==> src/rtl/bip_pkg.sv <==
// Shared encodings for the BIP sequencer: opcodes, FSM states and
// accumulator mux selects.
package bip_pkg;

    localparam logic [4:0] OP_HALT = 5'd0;
    localparam logic [4:0] OP_STO  = 5'd1;
    localparam logic [4:0] OP_LD   = 5'd2;
    localparam logic [4:0] OP_LDI  = 5'd3;
    localparam logic [4:0] OP_ADD  = 5'd4;
    localparam logic [4:0] OP_ADDI = 5'd5;
    localparam logic [4:0] OP_SUB  = 5'd6;
    localparam logic [4:0] OP_SUBI = 5'd7;
    localparam logic [4:0] OP_BEQ  = 5'd8;
    localparam logic [4:0] OP_BNE  = 5'd9;
    localparam logic [4:0] OP_JMP  = 5'd10;

    typedef enum logic [1:0] {
        ST_FETCH = 2'd0,
        ST_EXEC  = 2'd1,
        ST_WAIT  = 2'd2,
        ST_HALT  = 2'd3
    } state_t;

    localparam logic [1:0] SEL_A_RAM = 2'b00;
    localparam logic [1:0] SEL_A_IMM = 2'b01;
    localparam logic [1:0] SEL_A_ALU = 2'b10;
    localparam logic [1:0] SEL_A_ACC = 2'b11;

endpackage

==> src/rtl/bip_control_seq_if.sv <==
// Fetch and datapath-control bundle between the BIP sequencer and its
// surroundings; the sequencer connects through the slave modport.
interface bip_control_seq_if #(
    parameter int NB_DATA    = 16,
    parameter int NB_OPERAND = 11,
    parameter int NB_PC      = 11,
    parameter int NB_SEL_A   = 2,
    parameter int NB_ICNT    = 16
);
    logic                  i_valid;
    logic [NB_DATA-1:0]    i_instruction;
    logic                  i_acc_zero;
    logic [NB_PC-1:0]      o_addr_instr;
    logic [NB_OPERAND-1:0] o_data_addr;
    logic [NB_SEL_A-1:0]   o_sel_a;
    logic                  o_sel_b;
    logic                  o_op_code;
    logic                  o_wr_acc;
    logic                  o_wr_ram;
    logic                  o_rd_ram;
    logic                  o_halted;
    logic                  o_illegal;
    logic [NB_ICNT-1:0]    o_instr_count;

    modport master (
        output i_valid, i_instruction, i_acc_zero,
        input  o_addr_instr, o_data_addr, o_sel_a, o_sel_b, o_op_code,
               o_wr_acc, o_wr_ram, o_rd_ram, o_halted, o_illegal, o_instr_count
    );

    modport slave (
        input  i_valid, i_instruction, i_acc_zero,
        output o_addr_instr, o_data_addr, o_sel_a, o_sel_b, o_op_code,
               o_wr_acc, o_wr_ram, o_rd_ram, o_halted, o_illegal, o_instr_count
    );
endinterface

==> src/rtl/bip_pc.sv <==
// Program counter: load has priority over increment; increment wraps
// naturally at the register width.
module bip_pc #(
    parameter int NB_PC = 11
) (
    input  logic             i_clock,
    input  logic             i_reset_n,
    input  logic             i_load,
    input  logic             i_inc,
    input  logic [NB_PC-1:0] i_target,
    output logic [NB_PC-1:0] o_pc
);
    always_ff @(posedge i_clock or negedge i_reset_n) begin
        if (!i_reset_n) begin
            o_pc <= '0;
        end else if (i_load) begin
            o_pc <= i_target;
        end else if (i_inc) begin
            o_pc <= o_pc + 1'b1;
        end
    end
endmodule

==> src/rtl/bip_control_seq.sv <==
// BIP instruction sequencer: fetch/execute FSM, instruction register,
// RAM-latency wait timer and retired-instruction counter.
//
//   state    | meaning
//   ---------+-------------------------------------------------------
//   ST_FETCH | wait for i_valid, capture instruction into IR
//   ST_EXEC  | drive decoded controls; retire unless RAM read pending
//   ST_WAIT  | hold RAM-read controls until the latency timer expires
//   ST_HALT  | stopped by HALT or illegal opcode; only reset leaves
module bip_control_seq
    import bip_pkg::*;
#(
    parameter int NB_DATA     = 16,
    parameter int NB_OPCODE   = 5,
    parameter int NB_OPERAND  = 11,
    parameter int NB_PC       = 11,
    parameter int NB_SEL_A    = 2,
    parameter int RAM_LATENCY = 1,
    parameter int NB_ICNT     = 16
) (
    input  logic             i_clock,
    input  logic             i_reset_n,
    bip_control_seq_if.slave bus
);
    localparam logic [1:0] WAIT_LOAD = 2'((RAM_LATENCY > 0) ? RAM_LATENCY - 1 : 0);

    state_t                state, state_nxt;
    logic [NB_DATA-1:0]    ir;
    logic [NB_ICNT-1:0]    instr_count;
    logic                  illegal;
    logic [1:0]            wait_cnt;
    logic [NB_OPCODE-1:0]  opcode;
    logic [NB_OPERAND-1:0] operand;
    logic [NB_SEL_A-1:0]   sel_a, ram_sel_a;
    logic                  sel_b, op_add, wr_acc, wr_ram, rd_ram;
    logic                  retire, set_illegal, wait_last;
    logic                  pc_load, pc_inc;
    logic [NB_PC-1:0]      pc;

    assign opcode    = ir[NB_DATA-1 -: NB_OPCODE];
    assign operand   = ir[NB_OPERAND-1:0];
    assign ram_sel_a = (opcode == OP_LD) ? SEL_A_RAM : SEL_A_ALU;
    assign wait_last = (wait_cnt == '0);

    always_ff @(posedge i_clock or negedge i_reset_n) begin
        if (!i_reset_n) begin
            state       <= ST_FETCH;
            ir          <= '0;
            instr_count <= '0;
            illegal     <= 1'b0;
            wait_cnt    <= '0;
        end else begin
            state <= state_nxt;
            if (state == ST_FETCH && bus.i_valid) ir <= bus.i_instruction;
            if (retire) instr_count <= instr_count + 1'b1;
            if (set_illegal) illegal <= 1'b1;
            if (state == ST_EXEC) begin
                wait_cnt <= WAIT_LOAD;
            end else if (!wait_last) begin
                wait_cnt <= wait_cnt - 1'b1;
            end
        end
    end

    always_comb begin
        state_nxt   = state;
        sel_a       = '0;
        sel_b       = 1'b0;
        op_add      = 1'b0;
        wr_acc      = 1'b0;
        wr_ram      = 1'b0;
        rd_ram      = 1'b0;
        retire      = 1'b0;
        set_illegal = 1'b0;
        case (state)
            ST_FETCH: if (bus.i_valid) state_nxt = ST_EXEC;
            ST_EXEC: begin
                case (opcode)
                    OP_HALT: state_nxt = ST_HALT;
                    OP_STO: begin
                        sel_a  = SEL_A_ACC;
                        wr_ram = 1'b1;
                        retire = 1'b1;
                    end
                    OP_LDI: begin
                        sel_a  = SEL_A_IMM;
                        wr_acc = 1'b1;
                        retire = 1'b1;
                    end
                    OP_ADDI, OP_SUBI: begin
                        sel_a  = SEL_A_ALU;
                        sel_b  = 1'b1;
                        op_add = (opcode == OP_ADDI);
                        wr_acc = 1'b1;
                        retire = 1'b1;
                    end
                    OP_LD, OP_ADD, OP_SUB: begin
                        sel_a  = ram_sel_a;
                        op_add = (opcode == OP_ADD);
                        rd_ram = 1'b1;
                        // Zero-latency RAM returns data in the same cycle, so write back now.
                        if (RAM_LATENCY == 0) begin
                            wr_acc = 1'b1;
                            retire = 1'b1;
                        end else begin
                            state_nxt = ST_WAIT;
                        end
                    end
                    OP_BEQ, OP_BNE, OP_JMP: retire = 1'b1;
                    default: begin
                        state_nxt   = ST_HALT;
                        set_illegal = 1'b1;
                    end
                endcase
                if (retire) state_nxt = ST_FETCH;
            end
            ST_WAIT: begin
                sel_a  = ram_sel_a;
                op_add = (opcode == OP_ADD);
                rd_ram = 1'b1;
                if (wait_last) begin
                    wr_acc    = 1'b1;
                    retire    = 1'b1;
                    state_nxt = ST_FETCH;
                end
            end
            default: ;
        endcase
    end

    assign pc_load = retire && ((opcode == OP_JMP) ||
                                ((opcode == OP_BEQ) &&  bus.i_acc_zero) ||
                                ((opcode == OP_BNE) && !bus.i_acc_zero));
    assign pc_inc  = retire && !pc_load;

    bip_pc #(.NB_PC(NB_PC)) u_pc (
        .i_clock   (i_clock),
        .i_reset_n (i_reset_n),
        .i_load    (pc_load),
        .i_inc     (pc_inc),
        .i_target  (operand[NB_PC-1:0]),
        .o_pc      (pc)
    );

    assign bus.o_addr_instr  = pc;
    assign bus.o_data_addr   = operand;
    assign bus.o_sel_a       = sel_a;
    assign bus.o_sel_b       = sel_b;
    assign bus.o_op_code     = op_add;
    assign bus.o_wr_acc      = wr_acc;
    assign bus.o_wr_ram      = wr_ram;
    assign bus.o_rd_ram      = rd_ram;
    assign bus.o_halted      = (state == ST_HALT);
    assign bus.o_illegal     = illegal;
    assign bus.o_instr_count = instr_count;
endmodule

==> src/flat_wrapper.sv <==
// flat-port wrapper written by rule: the top's interface ports become plain ports
module bip_control_seq_flat import bip_pkg::*;
#(
    parameter int NB_DATA     = 16,
    parameter int NB_OPCODE   = 5,
    parameter int NB_OPERAND  = 11,
    parameter int NB_PC       = 11,
    parameter int NB_SEL_A    = 2,
    parameter int RAM_LATENCY = 1,
    parameter int NB_ICNT     = 16
)
  (i_clock, i_reset_n, bus_i_valid, bus_i_instruction, bus_i_acc_zero, bus_o_addr_instr, bus_o_data_addr, bus_o_sel_a, bus_o_sel_b, bus_o_op_code, bus_o_wr_acc, bus_o_wr_ram, bus_o_rd_ram, bus_o_halted, bus_o_illegal, bus_o_instr_count);
  bip_control_seq_if #(.NB_DATA(NB_DATA), .NB_OPERAND(NB_OPERAND), .NB_PC(NB_PC), .NB_SEL_A(NB_SEL_A), .NB_ICNT(NB_ICNT)) bus_i ();
  input  logic i_clock;
  input  logic i_reset_n;
  input wire logic [$bits(bus_i.i_valid)-1:0] bus_i_valid;
  input wire logic [$bits(bus_i.i_instruction)-1:0] bus_i_instruction;
  input wire logic [$bits(bus_i.i_acc_zero)-1:0] bus_i_acc_zero;
  output wire logic [$bits(bus_i.o_addr_instr)-1:0] bus_o_addr_instr;
  output wire logic [$bits(bus_i.o_data_addr)-1:0] bus_o_data_addr;
  output wire logic [$bits(bus_i.o_sel_a)-1:0] bus_o_sel_a;
  output wire logic [$bits(bus_i.o_sel_b)-1:0] bus_o_sel_b;
  output wire logic [$bits(bus_i.o_op_code)-1:0] bus_o_op_code;
  output wire logic [$bits(bus_i.o_wr_acc)-1:0] bus_o_wr_acc;
  output wire logic [$bits(bus_i.o_wr_ram)-1:0] bus_o_wr_ram;
  output wire logic [$bits(bus_i.o_rd_ram)-1:0] bus_o_rd_ram;
  output wire logic [$bits(bus_i.o_halted)-1:0] bus_o_halted;
  output wire logic [$bits(bus_i.o_illegal)-1:0] bus_o_illegal;
  output wire logic [$bits(bus_i.o_instr_count)-1:0] bus_o_instr_count;
  assign bus_i.i_valid = bus_i_valid;
  assign bus_i.i_instruction = bus_i_instruction;
  assign bus_i.i_acc_zero = bus_i_acc_zero;
  assign bus_o_addr_instr = bus_i.o_addr_instr;
  assign bus_o_data_addr = bus_i.o_data_addr;
  assign bus_o_sel_a = bus_i.o_sel_a;
  assign bus_o_sel_b = bus_i.o_sel_b;
  assign bus_o_op_code = bus_i.o_op_code;
  assign bus_o_wr_acc = bus_i.o_wr_acc;
  assign bus_o_wr_ram = bus_i.o_wr_ram;
  assign bus_o_rd_ram = bus_i.o_rd_ram;
  assign bus_o_halted = bus_i.o_halted;
  assign bus_o_illegal = bus_i.o_illegal;
  assign bus_o_instr_count = bus_i.o_instr_count;
  bip_control_seq #(.NB_DATA(NB_DATA), .NB_OPCODE(NB_OPCODE), .NB_OPERAND(NB_OPERAND), .NB_PC(NB_PC), .NB_SEL_A(NB_SEL_A), .RAM_LATENCY(RAM_LATENCY), .NB_ICNT(NB_ICNT)) u_core (.i_clock(i_clock), .i_reset_n(i_reset_n), .bus(bus_i));
endmodule
==> config.mk <==
export PLATFORM = sky130hd
export DESIGN_NAME = bip_control_seq_flat
export DESIGN_NICKNAME = d
export VERILOG_FILES = /design/src/rtl/bip_pkg.sv /design/src/rtl/bip_control_seq_if.sv /design/src/rtl/bip_pc.sv /design/src/rtl/bip_control_seq.sv /design/src/flat_wrapper.sv
export SDC_FILE = /design/constraint.sdc
export NUM_CORES = 1
export LEC_CHECK = 0
export CELL_PAD_IN_SITES_DETAIL_PLACEMENT = 1
export CELL_PAD_IN_SITES_GLOBAL_PLACEMENT = 1
export CORE_MARGIN = 4
export CORE_UTILIZATION = 38
export DETAILED_ROUTE_END_ITERATION = 10
export PLACE_DENSITY_LB_ADDON = 0.1
export SLEW_MARGIN = 20
export SYNTH_ARGS = -nofsm -noshare
export SYNTH_HDL_FRONTEND = slang
export SYNTH_SLANG_ARGS = --single-unit
==> constraint.sdc <==
create_clock -name i_clock -period 2.77 [get_ports i_clock]
set_input_delay 0.277 -clock i_clock [delete_from_list [all_inputs] [get_ports i_clock]]
set_output_delay 0.277 -clock i_clock [all_outputs]
set_load 0.005 [all_outputs]
Yosys cells after proc, flatten, opt, wreduce, memory -nomap -nowiden
Cells that the tools add are included.
- bits in registers: 48
- bits in latches: 0
- memory bits (writable): 0
- memory bits (read-only): 0
- input port bits: 20
- output and inout port bits: 47
- memories kept: 0
- $add $sub $neg: 3
- multipliers: 0
- divide/modulo/power cells: 0
- magnitude comparators: 0
- equality and inequality tests: 17
- shifts and indexed selects: 0
- mux-type cells: 28
- bitwise logic cells: 0
- reduce and logical (&&, ||, !) cells: 20
- operators by type and width (kind ; number):
    two-way mux 11 bit ; 2
    == test 5 x 3 -> 1 bit, second input constant ; 4
    adder 16 x 1 -> 16 bit, second input constant ; 1
    == test 5 x 4 -> 1 bit, second input constant ; 3
    two-way mux 2 bit ; 6
    adder 11 x 1 -> 11 bit, second input constant ; 1
    two-way mux 1 bit ; 11
    OR reduction 11 bit ; 1
    == test 5 x 2 -> 1 bit, second input constant ; 2
    case mux 1 bit (2 select lines) ; 5
    case mux 2 bit (2 select lines) ; 2
    case mux 2 bit (4 select lines) ; 1
    OR reduction 7 bit ; 1
    case mux 2 bit (3 select lines) ; 1
    OR reduction 3 bit ; 2
    == test 5 x 1 -> 1 bit, second input constant ; 1
    logical AND 1 bit ; 5
    logical NOT 5 bit ; 1
    == test 2 bit, second input constant ; 2
    logical NOT 2 bit ; 2
    != test 2 bit, second input constant ; 2
    AND reduction 4 bit ; 1
    != test 3 bit, second input constant ; 1
    nonzero test 3 bit ; 1
    7 further kinds ; 9

Depth between registers and ports, before layout
- depth in word-level cells: 10
- mapped depth: 9
- gate-level depth less buffers: 6

By module
A second synthesis with hierarchy kept.
- cell total of the unflattened synthesis: 245
- area total of the unflattened synthesis: 2601.2 µm²
- modules (own cells, without submodules) (module ; instances ; cells an instance ; area an instance (µm²) ; seq. area each (µm²)):
    bip_control_seq ; 1 ; 178 ; 1974.4 ; 925.9
    bip_pc ; 1 ; 67 ; 626.9 ; 275.3

Worst setup path before layout
No wires, ideal clock.
- path type: register to register
- start: reg u_core.state[1]
- end: reg u_core.instr_count[1] (netlist: u_core.bus.o_instr_count[1])
- setup time: 0.125 ns
- arrival time: 1.924 ns
- path slack: 0.722 ns
- stages on the path, launching flop included: 9
- path buffers: 2
- clock period less this slack: 2.048 ns
- path through: dfrtp_1 inv_1 ha_1 clkbuf_1 a21bo_2 o211a_1 buf_6 nor2_2 mux2_2
- word-level cells in the longest chain between the ends: 2
- elaborated cells on any way between the ends: 3
- RTL lines (item ; RTL line ; source):
    start, declared ; bip_control_seq.sv:27 ; state_t state, state_nxt;
    start signal, assigned ; bip_control_seq.sv:53 ; state <= state_nxt;
    == test 2 bit / == test 2 x 1 -> 1 bit (equally long branches) ; bip_control_seq.sv:75 ; case (state)
    case mux 1 bit (2 select lines) (*) ; bip_control_seq.sv:75 ;
    end signal, assigned ; bip_control_seq.sv:55 ; if (retire) instr_count <= instr_count + 1'b1;
    end, declared ; bip_control_seq.sv:29 ; logic [NB_ICNT-1:0] instr_count;
Every way passes the cells marked *; elsewhere a longest branch is shown, timed or not.
A chain may end at the register's enable or synchronous reset.

Worst setup path after layout
- start: reg u_core.state[1]
- end: out bus_o_wr_acc
- word-level cells in the longest chain between the ends: 2
- elaborated cells on any way between the ends: 3
- RTL lines (item ; RTL line ; source):
    == test 2 bit / == test 2 x 1 -> 1 bit (equally long branches) ; bip_control_seq.sv:75 ;
    case mux 1 bit (2 select lines) (*) ; bip_control_seq.sv:75 ;
    end, declared ; flat_wrapper.sv:24 ; output wire logic [$bits(bus_i.o_wr_acc)-1:0] bus_o_wr_acc;
Marks and branches as above.

==> reports/metrics.csv <==
stage,metric,value,unit
detailed_routing,Avg Vias per Cell,5.204,
worst_setup_path,worst reg2reg startpoint,u_core.state[1],
worst_setup_path,worst endpoint required time,2.49,ns
logic_synthesis,"Async S/R FF share, synth",100.0,%
clocking,root buf cell,clkbuf_8,
worst_setup_path,crit path capture,bus_o_wr_acc,
worst_setup_path,FF-to-FF path depth,7,
grt,vias in the first global route,2204,
cells_and_area,"commonest non-fill, non-tap cell in the layout",clkdlybuf4s50_1,
die,total die area,8677,µm²
logic_synthesis,"EDFF count, synth",0,
clocking,CTS Buffer Depth,2,
worst_setup_path,"Slowest-stage cell, CP",clkdlybuf4s50_1,
grt,global route overflow,0,
cells_and_area,# nets final,336,
sta,final number of hold-violating endpoints,0,
cells_and_area,share of cells above drive strength 1,16.45,%
logic_synthesis,Post-Syn Nets,281,
grt,Most Crowded Layer GR,met2,
sta,Slew @ Worst Pin,0.7393,ns
power_and_ir_drop,worst vdd ir,444.5,µV
clocking,post-CTS setup buffer count,0,
sta,"Slew Viols, Final",0,
logic_synthesis,sequential share of the synthesized area,43.60,%
sta,Max Freq,394.9,MHz
cells_and_area,Final Cell Area,3502,µm²
flow_run,max-cap violations,0,
grt,initial antenna violation count,0,
logic_synthesis,synth unique cells,53,
placed_design,Buffers on Ports,66,
cells_and_area,diodes inserted,0,
worst_setup_path,r2r setup slk,0.64,ns
worst_setup_path,crit path from,u_core.state[1],
sta,"Setup violations, final",0,
detailed_routing,Routed wire per std cell,16.25,µm
die,FP Rows,30,
sta,post-route minimum period,2.532,ns
worst_setup_path,CP arrival,2.26,ns
status,status,"finished, final reports clean",
worst_setup_path,Critical Path End Type,output port,
cells_and_area,most frequent cells in the layout,"65 x clkdlybuf4s50_1, 48 x dfrtp_1, 18 x mux2_2, 14 x inv_1, 14 x xor2_1",
sta,period utilisation layout,91.41,%
detailed_routing,remaining routing DRC violations,0,
logic_synthesis,"Primary FF master, synth",dfrtp_1,
clocking,Num CTS Buffers,5,
clocking,CTS tree,done,
grt,largest net degree at the start of global routing,26,
detailed_routing,TritonRoute pass-1 iters,4,
placed_design,placed cell area,3402,µm²
worst_setup_path,worst path cell trace,"inv_1, ha_2, nand4bb_1, o21ai_0, and2_1, clkdlybuf4s50_1",
worst_setup_path,"slowest stage delay, CP",0.50,ns
cells_and_area,Layout area overhead,27.11,%
detailed_routing,initial drt markers,78,
placed_design,RePlAce Congestion,0.7756,
clocking,CTS H-Tree Depth,2,
die,Ports,67,
die,Core Area,6907,µm²
cells_and_area,final core utilization,50.71,%
grt,met3 usage,3.459,%
die,Initial Utilization,39.89,%
die,die width,93.15,µm
logic_synthesis,Mapped Cells,254,
grt,gr usage total,16.08,%
clocking,clk_lat worst skew,0.30,ns
logic_synthesis,Yosys reg bits,48,
logic_synthesis,syn_area_per_cell,10.85,µm²
power_and_ir_drop,Leakage Power,1.516,nW
sta,Worst slew margin,50.59,%
clocking,clk slew on worst S/H paths,0.08,ns
detailed_routing,Routed WL,6596,µm
grt,met1 GRT Util,21.36,%
clocking,CTS sink count,48,
worst_setup_path,crit path kind,reg2out,
logic_synthesis,Synth warnings,0,
placed_design,DP HPWL,4976,µm
worst_setup_path,FF-to-FF End,u_core.bus.o_instr_count[15],
logic_synthesis,Synth Cell Area,2755,µm²
sta,Fin Setup TNS,0,ns
grt,GR Layer Usage met2,26.33,%
worst_setup_path,startpoint type of the worst setup path,flip-flop,
die,Die Height,93.15,µm
worst_setup_path,CP Max Fanout,9,
sta,Worst Skew,0.009859,ns
detailed_routing,Routed Antenna Nets,0,
sta,RSZ-0062 raised after global routing,no,
grt,global-route wire length before repair,11240,µm
power_and_ir_drop,cell area power density,948.3,nW/µm²
min_path,Hold WC Path Type,reg2reg,
detailed_routing,DR vias,2113,
==> cell type report <==
cell class / instances / area, µm²
timing repair buffer: 72 / 703.2
multi-input combinational: 167 / 1334
sequential: 48 / 1201
inverter: 15 / 56.30
clock inverter: 3 / 18.77
clock buffer: 5 / 68.82
tap: 96 / 120.1
fill: 783 / 3405
==> worst max-delay path: cells and delay by family, from the launching register on <==
kind                       cells  cell delay (ns)
and+or+nand+nor                2             0.42
AOI/OAI and AO/OA              1             0.24
buffers and inverters          2             0.61
adders and majority gates      1             0.29
DFF                            1             0.41
==> metal layers <==
layer	vias up	part of all wire [%]
met3	5	4.3
met2	39	48
li1	1011	-
met1	1058	46
met4	0	0.96
met5	-	0
==> cells in the mapped netlist (2+ instances only) <==
cell type	n	area, µm²
dfrtp_1	48	1201
mux2_2	18	202.7
inv_1	14	52.55
xor2_1	14	122.6
nand3_1	12	60.06
nor2_1	12	45.04
buf_4	11	82.58
nand2_1	11	41.29
mux2i_1	10	100.1
ha_1	7	87.58
nor3_1	7	35.03
clkbuf_1	6	22.52
nor4_1	6	37.54
o211ai_1	6	45.04
a21oi_1	5	25.02
nor3_2	5	50.05
o2bb2ai_1	5	43.79
o21ai_0	4	20.02
and4_1	3	26.28
buf_2	3	15.01
nor3b_1	3	22.52
nor4b_2	3	45.04
o22ai_1	3	18.77
a211oi_1	2	15.01
a211oi_2	2	25.02
a21boi_0	2	15.01
a22oi_1	2	15.01
a2bb2oi_1	2	17.52
and3_1	2	12.51
buf_6	2	22.52
xnor2_1	2	17.52
==> power by group <==
| group | switching (W) | leakage [nW] | internal [W] | total, W |
|---|---|---|---|---|
| clock | 0.000244 | 0.0479 | 0.000176 | 0.000421 |
| combinational | 0.000785 | 0.867 | 0.000860 | 0.00165 |
| sequential | 0.000316 | 0.601 | 0.000939 | 0.00125 |
| total | 0.00135 | 1.52 | 0.00198 | 0.00332 |
==> how the worst min path moves through the flow <==
stage,from,to,cells after the start
floorplan,i_reset_n,u_core.bus.o_illegal,0
global placement,i_reset_n,u_core.wait_cnt[1],1
detailed placement,i_reset_n,u_core.wait_cnt[1],1
CTS,u_core.bus.o_instr_count[15],u_core.bus.o_instr_count[15],1
global route,u_core.bus.o_instr_count[15],u_core.bus.o_instr_count[15],1
finish,u_core.bus.o_instr_count[15],u_core.bus.o_instr_count[15],1
==> cells by family after synthesis <==
family          count (synthesis)  synth area share [%]
fa+ha+maj                       7                 3.179
simple gates                   75                 17.71
mux                            28                 10.99
buf+inv                        39                 8.083
xor+xnor                       16                 5.086
compound gates                 41                 11.35
flops                          48                 43.60
==> sequential cells by signal, summed over array words and instances, names as in the netlist <==
name and count:
u_core.state 2, u_core.wait_cnt 2, u_core.bus.o_illegal 1, u_core.ir 16, u_core.u_pc.o_pc 11, u_core.bus.o_instr_count 16
==> repair_timing <==
| action | 4_1_cts | 5_1_grt |
|---|---|---|
| setup endpoints to repair | 0 | 1 |
| hold buffers | 1 | 0 |
| gates resized for setup | 0 | 1 |
| hold endpoints to repair | 23 | 0 |
==> through the flow <==
step	hold slack [ns]	std cells	setup slack, ns	power [W]
CTS	0.4733	406	0.1159	0.003373
finish	0.4666	406	0.2378	0.003321
detailed placement	0.3064	397	0.4852	0.002925
global route	0.4886	406	0.06411	0.003598
floorplan	-0.01859	254	0.7217	0.002315
global placement	0.3117	397	0.5821	0.002888
Note: power is estimated with default switching activity, not from simulation.
